==> src/rtl/match_pkg.sv <==
`default_nettype none
// ============================================================================
// Module  : match_pkg
// Brief   : FSM state type, derived-width helpers and popcount for match_arbiter
// Rev     : 1.0
// ============================================================================
package match_pkg;

    typedef enum logic [1:0] {
        IDLE = 2'd0,
        CMP  = 2'd1,
        DONE = 2'd2
    } state_t;

    // Upper bound on the operand width that popcount accepts.
    localparam int MAX_WIDTH = 256;

    function automatic int id_width(input int n);
        return (n > 1) ? $clog2(n) : 1;
    endfunction

    function automatic int cnt_width(input int w);
        return $clog2(w + 1);
    endfunction

    function automatic logic [8:0] popcount(input logic [MAX_WIDTH-1:0] v);
        logic [8:0] n;
        n = '0;
        for (int i = 0; i < MAX_WIDTH; i++) begin
            n = n + {8'd0, v[i]};
        end
        return n;
    endfunction

endpackage
`default_nettype wire

==> src/rtl/match_bits.sv <==
`default_nettype none
// ============================================================================
// Module  : match_bits
// Brief   : Combinational bitwise equality (XNOR) of two operand words
// Rev     : 1.0
// ============================================================================
module match_bits #(
    parameter int WIDTH = 8
) (
    input  logic [WIDTH-1:0] a,
    input  logic [WIDTH-1:0] b,
    output logic [WIDTH-1:0] match
);

    assign match = ~(a ^ b);

endmodule
`default_nettype wire

==> src/rtl/match_arbiter.sv <==
`default_nettype none
// ============================================================================
// Module  : match_arbiter
// Brief   : Round-robin scheduler sharing one match_bits comparator among
//           N_REQ requesters; one transaction every three cycles at most.
// Rev     : 1.0
// ============================================================================
module match_arbiter
    import match_pkg::*;
#(
    parameter  int N_REQ = 4,
    parameter  int WIDTH = 8,
    localparam int ID_W  = id_width(N_REQ),
    localparam int CNT_W = cnt_width(WIDTH)
) (
    input  logic                   clk,
    input  logic                   rst_n,
    input  logic [N_REQ-1:0]       req,
    input  logic [N_REQ*WIDTH-1:0] a_flat,
    input  logic [N_REQ*WIDTH-1:0] b_flat,
    output logic [N_REQ-1:0]       ack,
    output logic                   result_valid,
    output logic [ID_W-1:0]        result_id,
    output logic [WIDTH-1:0]       match_out,
    output logic [CNT_W-1:0]       match_cnt,
    output logic                   all_match,
    output logic                   busy
);

    state_t            r_state;
    state_t            w_state_nxt;
    logic [ID_W-1:0]   r_ptr;
    logic [ID_W-1:0]   r_id;
    logic [ID_W-1:0]   r_result_id;
    logic [WIDTH-1:0]  r_a;
    logic [WIDTH-1:0]  r_b;
    logic [WIDTH-1:0]  r_match;
    logic [CNT_W-1:0]  r_cnt;
    logic              r_all;

    logic              w_any;
    logic              w_found;
    logic [ID_W-1:0]   w_idx;
    logic [ID_W-1:0]   w_winner;
    logic [WIDTH-1:0]  w_sel_a;
    logic [WIDTH-1:0]  w_sel_b;
    logic [WIDTH-1:0]  w_match;
    logic [CNT_W-1:0]  w_cnt;
    logic [ID_W-1:0]   w_ptr_nxt;

    assign w_any = |req;

    // Priority search starting at ptr and wrapping: the request vector seen
    // rotated so that ptr is the highest-priority position.
    always_comb begin
        w_found  = 1'b0;
        w_winner = r_ptr;
        w_idx    = r_ptr;
        for (int i = 0; i < N_REQ; i++) begin
            w_idx = ID_W'((int'(r_ptr) + i) % N_REQ);
            if (!w_found && req[w_idx]) begin
                w_found  = 1'b1;
                w_winner = w_idx;
            end
        end
    end

    always_comb begin
        w_sel_a = '0;
        w_sel_b = '0;
        for (int i = 0; i < N_REQ; i++) begin
            if (w_winner == ID_W'(i)) begin
                w_sel_a = a_flat[i*WIDTH +: WIDTH];
                w_sel_b = b_flat[i*WIDTH +: WIDTH];
            end
        end
    end

    match_bits #(
        .WIDTH (WIDTH)
    ) u_match_bits (
        .a     (r_a),
        .b     (r_b),
        .match (w_match)
    );

    assign w_cnt     = CNT_W'(popcount(MAX_WIDTH'(w_match)));
    assign w_ptr_nxt = (r_id == ID_W'(N_REQ - 1)) ? '0 : r_id + ID_W'(1);

    always_ff @(posedge clk or negedge rst_n) begin
        if (!rst_n) begin
            r_state <= IDLE;
        end else begin
            r_state <= w_state_nxt;
        end
    end

    always_comb begin
        w_state_nxt = r_state;
        case (r_state)
            IDLE:    if (w_any) w_state_nxt = CMP;
            CMP:     w_state_nxt = DONE;
            DONE:    w_state_nxt = IDLE;
            default: w_state_nxt = IDLE;
        endcase
    end

    always_ff @(posedge clk or negedge rst_n) begin
        if (!rst_n) begin
            r_ptr       <= '0;
            r_id        <= '0;
            r_result_id <= '0;
            r_a         <= '0;
            r_b         <= '0;
            r_match     <= '0;
            r_cnt       <= '0;
            r_all       <= 1'b0;
        end else begin
            case (r_state)
                IDLE: begin
                    if (w_any) begin
                        r_a  <= w_sel_a;
                        r_b  <= w_sel_b;
                        r_id <= w_winner;
                    end
                end
                CMP: begin
                    r_match     <= w_match;
                    r_cnt       <= w_cnt;
                    r_all       <= &w_match;
                    r_result_id <= r_id;
                end
                DONE: begin
                    r_ptr <= w_ptr_nxt;
                end
                default: ;
            endcase
        end
    end

    always_comb begin
        ack = '0;
        if (r_state == DONE) begin
            for (int i = 0; i < N_REQ; i++) begin
                ack[i] = (r_id == ID_W'(i));
            end
        end
    end

    assign result_valid = (r_state == DONE);
    assign result_id    = r_result_id;
    assign match_out    = r_match;
    assign match_cnt    = r_cnt;
    assign all_match    = r_all;
    assign busy         = (r_state != IDLE);

endmodule
`default_nettype wire

==> config.mk <==
export PLATFORM = sky130hd
export DESIGN_NAME = match_arbiter
export DESIGN_NICKNAME = d
export VERILOG_FILES = /design/src/rtl/match_pkg.sv /design/src/rtl/match_bits.sv /design/src/rtl/match_arbiter.sv
export SDC_FILE = /design/constraint.sdc
export NUM_CORES = 1
export LEC_CHECK = 0
export BUFFER_PORTS_ARGS = -buffer_cell sky130_fd_sc_hd__buf_4
export CORE_ASPECT_RATIO = 0.5
export CORE_MARGIN = 10
export CORE_UTILIZATION = 45
export CTS_CLUSTER_DIAMETER = 120
export CTS_CLUSTER_SIZE = 25
export DETAILED_ROUTE_END_ITERATION = 6
export HOLD_SLACK_MARGIN = 0.08
export PLACE_DENSITY = 0.78
export SYNTH_ARGS = -nofsm -noshare
export SYNTH_HDL_FRONTEND = slang
export SYNTH_SLANG_ARGS = --single-unit
==> constraint.sdc <==
create_clock -name clk -period 6.25 [get_ports clk]
set_input_delay 0.3125 -clock clk [delete_from_list [all_inputs] [get_ports clk]]
set_output_delay 0.3125 -clock clk [all_outputs]
set_load 0.02 [all_outputs]
Word level (Yosys, flattened, before mapping) --
Cells that the tools add are included.
Storage, ports and cells: flip-flop bits (word level) 37, output and inout port bits 21
Cells by class: add/subtract/negate cells 11, $lt $le $gt $ge 4, eq/ne operators 9, multiplexer cells 26, bitwise gates (word level) 2, reductions and logical operators 13
Operator list (count):
- 2-to-1 mux 8 bit | 8
- adder 4 x 1 -> 4 bit | 4
- less-than comparator 2 x 3 -> 1 bit, second input constant | 4
- equality test 2 bit, second input constant | 5
- 2-to-1 mux 2 bit | 5
- binary-select mux 1 bit (select 2 bit) | 4
- NOT 8 bit | 1
- AND reduction 8 bit | 1
- bitwise XOR 8 bit | 1
- 2-to-1 mux 1 bit | 7
- equality test 2 x 1 -> 1 bit, second input constant | 3
- zero test 2 bit | 3
- adder 2 x 1 -> 2 bit, second input constant | 2
- adder 2 bit, second input constant | 2
- adder 3 x 1 -> 4 bit | 1
- 2-to-1 mux 4 bit | 1
- one-hot mux 2 bit (2 select lines) | 1
- OR reduction 4 bit | 1
- adder 2 x 1 -> 3 bit | 1
- logical AND 1 bit | 3
- zero test 1 bit | 3
- adder 1 x 1 -> 2 bit | 1
- != test 2 bit, second input constant | 1
- AND reduction 2 bit | 1
- nonzero test 2 bit | 1

Longest topological paths before layout --
Gate-level depths: netlist of run 1.
depth after elaboration 17, gate-level depth with buffers 10, mapped depth without buffers 10

Hierarchy --
A second synthesis of run 1 with hierarchy kept.
Unflattened totals: cell total of the unflattened synthesis 220, area total of the unflattened synthesis 2202.1 µm²
By module, submodules not included:
- match_arbiter | times used 1, cells each 212, area an instance 2132.0 µm², sequential area each 925.9 µm²
- match_bits | times used 1, cells each 8, area an instance 70.1 µm², sequential area each 0.0 µm²

Worst setup path after synthesis of run 1 --
Ideal clock, no wire load.
path type reg-to-reg, from register r_b[3], to register r_cnt[2] (netlist: match_cnt[2]), library setup time 0.083 ns, arrival time 2.891 ns, required time 6.167 ns, path slack 3.276 ns, stages on the path, launching flop included 11, buffers on the path 0, cell sequence dfrtp_1 xor2_1 fa_1 fa_1 inv_1 fa_1 ha_1 inv_1 fa_1 xor2_1 o21ai_0
On the way: word-level cells in the longest chain between the ends 7
RTL lines:
- start: declaration | RTL line match_arbiter.sv:36 | logic [WIDTH-1:0] r_b;
- start signal: assignment | RTL line match_arbiter.sv:123 | r_b <= w_sel_b;
- bitwise XOR 8 bit | RTL line match_bits.sv:15 | assign match = ~(a ^ b);
- NOT 8 bit | RTL line match_bits.sv:15
- adder 3 x 1 -> 4 bit | RTL line match_pkg.sv:30 | n = n + {8'd0, v[i]};
- adder 4 x 1 -> 4 bit (4 in a row) | RTL line match_pkg.sv:30
- end signal: assignment | RTL line match_arbiter.sv:129 | r_cnt <= w_cnt;
- end: declaration | RTL line match_arbiter.sv:38 | logic [CNT_W-1:0] r_cnt;
No other way between the ends. A chain may end at the register's enable or synchronous reset.

Final worst setup path of run 1 --
from register r_b[1], to register r_cnt[2] (netlist: match_cnt[2])
On the way: word-level cells in the longest chain between the ends 9
RTL lines (RTL line):
- bitwise XOR 8 bit | match_bits.sv:15
- NOT 8 bit | match_bits.sv:15
- adder 1 x 1 -> 2 bit | match_pkg.sv:30
- adder 2 x 1 -> 3 bit | match_pkg.sv:30
- adder 3 x 1 -> 4 bit | match_pkg.sv:30
- adder 4 x 1 -> 4 bit (4 in a row) | match_pkg.sv:30
No other way between the ends.

==> results of run 1 <==
final timing paths:
check                        startpoint      endpoint  slack (ps)  cells after the start
setup / recovery                 r_b[1]  match_cnt[2]        3070                     10
hold / removal               a_flat[26]        r_a[2]         420                      3
setup reg to reg                 r_b[1]  match_cnt[2]        3070                     10
hold reg to reg            match_out[4]  match_out[4]         480                      2
max in group asynchronous         rst_n  result_id[0]        5390                      2
min in group asynchronous         rst_n      r_ptr[0]         520                      2
stage by stage:
step | setup slack [ps] | instance area [µm²] | power (mW)
6_report | 3066 | 3154 | 1.871
5_1_grt | 2887 | 3154 | 2.073
4_1_cts | 3052 | 3154 | 1.898
3_5_place_dp | 3125 | 3058 | 1.714
3_3_place_gp | 3195 | 3058 | 1.651
2_1_floorplan | 3276 | 2371 | 1.386
final cells by class:
cell class                      count  area share, %
Sequential cell                    37          29.35
Tap cell                           70          2.777
Multi-Input combinational cell    170          41.49
Inverter                           14          1.666
Timing Repair Buffer               92          21.98
Clock buffer                        7          2.737
routing by layer:
metal | track usage [%] | wire length (µm) | up-vias
met5 | 0 | 0 | -
met4 | 5.714 | 159 | 0
met3 | 3.831 | 465 | 14
met2 | 25.48 | 3160 | 70
met1 | 19.25 | 3007 | 973
li1 | - | - | 1024
repair_timing:
action	CTS	global route
setup endpoints to repair	0	0
hold endpoints to repair	37	0
hold buffers	1	0
cell usage in the layout, fill, tap and decap left out, drive strengths merged, types with 2 or more instances in the layout:
cell type  count
a21oi          2
buf           91
inv           14
and2           4
o221a         17
o21ai         32
nand2b         2
nor2b          4
nand3         18
dfrtp         37
or2            2
ha             8
nor2           3
nand4         16
xnor2          2
xor2           7
nand2         24
mux2          17
fa             4
clkbuf         7
registers in the layout, summed over array words and instances, names as in the netlist:
name	cells
result_id	2
r_ptr	2
match_out	8
match_cnt	4
r_b	8
r_state	2
r_id	2
all_match	1
r_a	8
cells by family after synthesis:
group           count (synthesis)  synth area share [%]
simple gates                   76                 16.78
compound gates                 56                 17.73
fa+ha+maj                      12                 7.599
xor+xnor                        9                 3.325
mux                            17                 9.657
buf+inv                        30                 5.857
flops                          37                 39.05
worst max-delay path: stages (launching register included):
cell	delay [ps]
dfrtp_1	390
xor2_1	340
fa_1	490
fa_1	500
inv_1	50
fa_1	480
ha_1	160
inv_1	60
fa_1	370
xor2_1	140
o21ai_0	130
where the power goes:
group	internal, mW	total, mW	switching, mW
Clock	0.0874	0.165	0.0776
Combinational	0.556	1.26	0.705
Sequential	0.364	0.445	0.0817
Total	1.01	1.87	0.864
==> flow_summary.yaml, run 1 <==
synthesis:
  ys_types: 35
  synth_edf_count: 0
  yosysMostFrequentCell: "dfrtp_1"
  synth_top_area_share_pct: 39.05
  synthCells: 237
  synth-main-ff-cell: "dfrtp_1"
  yosys_warnings: 0
  synth_common_cells: "dfrtp_1, o21ai_0, nand2_1"
  synthTopCellsByArea: "dfrtp_1, mux2_4, o21ai_0"
  synthArstFlopShare_pct: 100.0
  seq_area_frac_synth_pct: 39.05
  synth.cell_area_mm2: 0.002371
  yosysTopAreaCell: "dfrtp_1"
  synth_nets: 319
  syn_avg_cell_area_um2: 10.00
  ys_seq_elements: 37
placed_design:
  dp.cells: 382
  gp_congestion: 0.8261
  io_buffers: 90
  dpl.hpwl_um: 5500
detailed_routing:
  via_count: 2081
  via_per_inst: 5.336
  avgRoutedWirePerCell_um: 17.42
  dr.pass1.iters: 4
  drt-initial-drc-count: 85
  drc: 0
  antenna_left: 0
  drt-total-wl_um: 6792
timing:
  worstMarginPinSlew_ps: 1019
  tns_ps: 0
  hold_ws_ps: 418.4
  rsz0062_at_grt: "false"
  slew_viol_final: 0
  fmax_mhz: 314.1
  slew_headroom_pct: 32.04
  fin_crit_sh_pct: 50.94
  setup_violations: 0
  fin_crit_ps: 3184
  fin_skew_ps: 4.165
  finalHoldViolations: 0
cts:
  cts_resized: 0
  ctsRootBufferMaster: "clkbuf_8"
  cts.clk_slew.worst_paths_ps: 70
  cts_setup_buffers: 0
  h-tree-depth: 2
  clock_sinks: 37
  clockBufferDepth: 2
  cts_tree: "built"
  cts_made_buffers: 5
  clk_latency_ps: 280
worst_setup_path:
  cp.arrival_ps: 3380
  cp_max_fo: 3
  cp-start-kind: "flop"
  crit_required_ps: 6450
  crit_type: "flop to flop"
  crit_path_end_kind: "flop"
run_status:
  outcome: "complete, no violations"
floorplan:
  core_area_mm2: 0.005000
  fp.dieArea_mm2: 0.008748
  dieWidth_um: 122.7
  io-pin-count: 91
  die-height_um: 71.33
  initial_core_util_pct: 47.42
  placementRows: 18
cells_and_area:
  multi_input_area_mm2: 0.001309
  layout.nets: 402
  nFillCells: 427
  seq_area_um2: 925.9
  final_cells: 390
  drive_gt1_share_pct: 40.31
  utilization_pct: 63.09
  n_antenna_cell: 0
  syn_to_final_growth_pct: 33.03
power_and_ir_drop:
  p_leak_nw: 1.481
  irDropWorstVdd_uv: 312.3
  power.density_mw_per_mm2: 593.3
global_route:
  overflow: 0
  grt_max_degree: 38
  grt_pass1_vias: 2200
  antenna_found_initial: 0
  grt_pass1_wl_um: 10880
  grtUsageTotal_pct: 15.46
job:
  maxCapViolCount: 0
worst_hold_path:
  hold_path_class: "primary input to flop"
Note: power is estimated with default switching activity, not from simulation.
==> run 2: changes to the inputs <==
clock period = 3.24 ns   (was 6.25 ns; I/O delays follow)
==> flow_summary.yaml, run 2 (synthesized netlist as in run 1, its figures left out) <==
run_status:
  outcome: "complete, no violations"
global_route:
  grt_pass1_wl_um: 10950
  grt_max_degree: 38
  overflow: 0
  grt_pass1_vias: 2138
  grtUsageTotal_pct: 15.68
  antenna_found_initial: 0
placed_design:
  io_buffers: 90
  place_area_mm2: 0.003058
  dpl.hpwl_um: 5552
  gp_congestion: 0.8256
floorplan:
  placementRows: 18
  fp.dieArea_mm2: 0.008748
  die-height_um: 71.33
  core_area_mm2: 0.005000
  dieWidth_um: 122.7
  initial_core_util_pct: 47.42
  io-pin-count: 91
cts:
  clk_latency_ps: 300
  cts.clk_slew.worst_paths_ps: 70
  cts_made_buffers: 5
  ctsRootBufferMaster: "clkbuf_8"
  clockBufferDepth: 2
  h-tree-depth: 2
  clock_sinks: 37
  cts_setup_buffers: 0
  cts_tree: "built"
worst_hold_path:
  holdPathStages: 3
  hold_path_class: "primary input to flop"
cells_and_area:
  nFillCells: 425
  drive_gt1_share_pct: 41.74
  layout.nets: 402
  final_cell_area_mm2: 0.003192
  syn_to_final_growth_pct: 34.62
  layout_common_cells: "buf_4, dfrtp_1, o21ai_0"
  utilization_pct: 63.84
  n_antenna_cell: 0
  final_common_cell: "buf_4"
timing:
  setup_violations: 0
  finalHoldViolations: 0
  fin_crit_sh_pct: 95.02
  slew_headroom_pct: 35.07
  fin_skew_ps: 3.852
  fmax_mhz: 324.8
  worstMarginPinSlew_ps: 973.9
  slew_viol_final: 0
  fin_crit_ps: 3079
worst_setup_path:
  critPathTopFamily: "adder cells"
  crit_chain: "xor2_2 > fa_1 > fa_1 > inv_1 > fa_1 > ha_1 > inv_1 > fa_1 > xor2_1 > o21ai_0"
  crit_path_end_kind: "flop"
  crit_required_ps: 3450
  crit_top_cell: "fa_1"
  crit_type: "flop to flop"
  worst-path-buf-inv: 2
  reg2regPathDepth: 10
  worst_path_largest_cell_delay_ps: 500
  cp.arrival_ps: 3290
  cp_slowest_cell: "fa_1"
  cp-start-kind: "flop"
  cp_max_fo: 3
  critical_path_cell_count: 10
detailed_routing:
  avgRoutedWirePerCell_um: 17.59
  via_per_inst: 5.396
  drt-total-wl_um: 6878
  drt-initial-drc-count: 114
  via_count: 2110
  antenna_left: 0
  drc: 0
  dr.pass1.iters: 4
power_and_ir_drop:
  p_clk_share_pct: 9.5
  irDropWorstVdd_uv: 658.7
  power.density_mw_per_mm2: 1158
  pwr-share-seq_pct: 23.7
  power.total_mw: 3.696
  p_leak_nw: 1.496
  switching_share_pct: 46.19
  intPower_mw: 1.989
  switchingPower_mw: 1.707
  comb_power_share_pct: 66.9
job:
  maxCapViolCount: 0
[run 2: changes by cell type in the layout (fill, tap and decap cells not counted)]
cell,previous run,this run
xor2_2,0,3
xor2_1,7,4
clkbuf_1,1,0
clkinv_2,0,1
clkbuf_8,6,7
[run 2: per-stage QoR]
step	cells	setup WS (ps)	TNS [ps]	hold slack, ps
floorplan	237	265.9	0	-133.6
global placement	382	184.6	0	142.2
detailed placement	382	103.8	0	143.5
CTS	391	94.28	0	254.5
global route	391	-6.623	-6.623	268.1
finish	391	161.4	0	261.3
[run 2: path summary, 6_finish.rpt]
| path | start | to | slack [ps] |
|---|---|---|---|
| min in group asynchronous | rst_n | r_b[6] | 360 |
| max | r_b[1] | match_cnt[2] | 160 |
| min | a_flat[18] | r_a[2] | 260 |
| max in group asynchronous | rst_n | match_cnt[2] | 2560 |
| min reg2reg | match_out[4] | match_out[4] | 480 |
| max reg2reg | r_b[1] | match_cnt[2] | 160 |
[run 2: worst min-delay path: cells and delay by family]
| family | cells | cell delay, ps |
|---|---|---|
| buffers and inverters | 1 | 80 |
| multiplexers | 1 | 120 |
| AO/OA/AOI/OAI | 1 | 160 |
[run 2: layer usage]
layer  vias to the layer above  wire (µm)  global-route usage [%]
li1                       1024          -                       -
met2                        77       3280                   25.30
met5                         -          0                       0
met4                         0        104                   5.195
met1                       999       3012                   20.06
met3                        10        482                   4.066
[run 2: final cells by class]
cell class                      instances  area [µm²]  share of cell area [%]
Multi-Input combinational cell        170        1331                   41.71
Sequential cell                        37       925.9                   29.01
Timing Repair Buffer                   92       693.2                   21.72
Clock buffer                            7       96.34                   3.018
Tap cell                               70       87.58                   2.744
Inverter                               14       52.55                   1.646
Clock inverter                          1       5.005                  0.1568
[run 2: power by group through the flow]
stage | logic, mW | registers, mW | clock network [mW]
finish | 2.47 | 0.875 | 0.350
global route | 2.83 | 0.901 | 0.376
CTS | 2.49 | 0.862 | 0.356
detailed placement | 2.48 | 0.869 | 0
global placement | 2.33 | 0.852 | 0
floorplan | 1.74 | 0.931 | 0
[run 2: what timing repair did]
action,CTS,global route
setup endpoints to repair,0,2
hold buffers,1,0
gates resized for setup,0,3
hold endpoints to repair,37,0
==> run 3: changes to the inputs <==
clock period = 3.9 ns   (was 3.24 ns; I/O delays follow)
==> flow_summary.yaml, run 3 (synthesized netlist as in run 1, its figures left out) <==
run_status:
  outcome: "complete, no violations"
detailed_routing:
  dr.pass1.iters: 4
  via_count: 2088
  via_per_inst: 5.354
  drt-initial-drc-count: 107
  antenna_left: 0
  avgRoutedWirePerCell_um: 17.57
  drt-total-wl_um: 6853
  drc: 0
cells_and_area:
  utilization_pct: 63.09
  final_common_cell: "buf_4"
  final_cells: 390
  layout.nets: 402
  drive_gt1_share_pct: 40.31
  final_cell_area_mm2: 0.003154
  syn_to_final_growth_pct: 33.03
  n_antenna_cell: 0
  layout_common_cells: "buf_4, dfrtp_1, o21ai_0"
cts:
  cts.clk_slew.worst_paths_ps: 70
  h-tree-depth: 2
  cts_setup_buffers: 0
  clockBufferDepth: 2
  clk_latency_ps: 280
  clock_sinks: 37
  cts_tree: "built"
  ctsRootBufferMaster: "clkbuf_8"
  cts_made_buffers: 5
power_and_ir_drop:
  p_leak_nw: 1.481
  power.total_mw: 3.041
  power.density_mw_per_mm2: 964.1
  irDropWorstVdd_uv: 522.0
floorplan:
  fp.dieArea_mm2: 0.008748
  initial_core_util_pct: 47.42
  dieWidth_um: 122.7
  die-height_um: 71.33
  placementRows: 18
  core_area_mm2: 0.005000
  io-pin-count: 91
timing:
  rsz0062_at_grt: "false"
  hold_ws_ps: 299.0
  finalHoldViolations: 0
  fmax_mhz: 317.8
  slew_headroom_pct: 33.43
  setup_violations: 0
  tns_ps: 0
  fin_skew_ps: 2.747
  fin_crit_sh_pct: 80.69
  fin_ws_ps: 753.1
  worstMarginPinSlew_ps: 998.5
  slew_viol_final: 0
  fin_crit_ps: 3147
global_route:
  busiest_layer: "met2"
  grt_pass1_wl_um: 10890
  met3_usage_pct: 3.597
  overflow: 0
  antenna_found_initial: 0
  grt_pass1_vias: 2245
  grt_max_degree: 38
  grtUsageTotal_pct: 15.35
  grt.met1_usage_pct: 18.81
  gr-usage-met2_pct: 26.72
placed_design:
  gp_congestion: 0.8251
  place_area_mm2: 0.003058
  io_buffers: 90
  dpl.hpwl_um: 5483
  dp.cells: 382
  post-place-ws_ps: 728.6
job:
  maxCapViolCount: 0
worst_setup_path:
  worst_path_largest_cell_delay_ps: 490
  cp_slowest_cell: "fa_1"
  crit_chain: "xor2_1 > fa_1 > fa_1 > inv_1 > fa_1 > ha_1 > inv_1 > fa_1 > xor2_1 > o21ai_0"
  cp.arrival_ps: 3340
  crit_type: "flop to flop"
  crit_top_cell: "fa_1"
  crit_path_end_kind: "flop"
  cp_max_fo: 3
  cp-start-kind: "flop"
  crit_required_ps: 4100
worst_hold_path:
  hold_path_class: "primary input to flop"
==> run 3: cell count changes in the layout (fill, tap and decap cells not counted) <==
cell      previous run  this run
clkbuf_1             0         1
clkbuf_8             7         6
clkinv_2             1         0
xor2_1               4         7
xor2_2               3         0
==> run 3: report_power, final <==
group	switching [mW]	internal, mW
Sequential	0.134	0.583
Combinational	1.15	0.908
Clock	0.122	0.140
Total	1.41	1.63
==> run 3: layout make-up <==
type | count | area [µm²]
fillers | 458 | 1846
clock buffers | 7 | 86.33
inverters | 14 | 52.55
multi-input cells | 170 | 1309
well taps | 70 | 87.58
flip-flops and latches | 37 | 925.9
repair buffers | 92 | 693.2
==> run 3: final timing paths <==
| kind | endpoint | slack (ps) | startpoint | cells past startpoint |
|---|---|---|---|---|
| min reg2reg | match_out[4] | 480 | match_out[4] | 2 |
| min in group asynchronous | r_ptr[0] | 400 | rst_n | 2 |
| max reg2reg | match_cnt[2] | 750 | r_b[1] | 10 |
| max | match_cnt[2] | 750 | r_b[1] | 10 |
| min | r_b[7] | 300 | b_flat[23] | 3 |
| max in group asynchronous | match_out[0] | 3180 | rst_n | 2 |
==> run 3: per-layer routing <==
metal	share of wire, %	up-vias
met1	45	998
li1	-	1024
met2	48	58
met3	5.7	8
met5	0	-
met4	0.92	0
==> run 3: worst max-delay path, delay by kind of cell (launching register included) <==
kind                     cells  cell delay (ps)
flip-flops                   1              390
buffers and inverters        2              110
adder cells (fa/ha/maj)      5             1980
XOR/XNOR                     2              450
AO/OA/AOI/OAI                1              130
==> run 3: repair_timing <==
action                                 CTS  global route
endpoints found under the hold margin   37             0
hold buffers                             1             0
gates resized for setup                  0             0
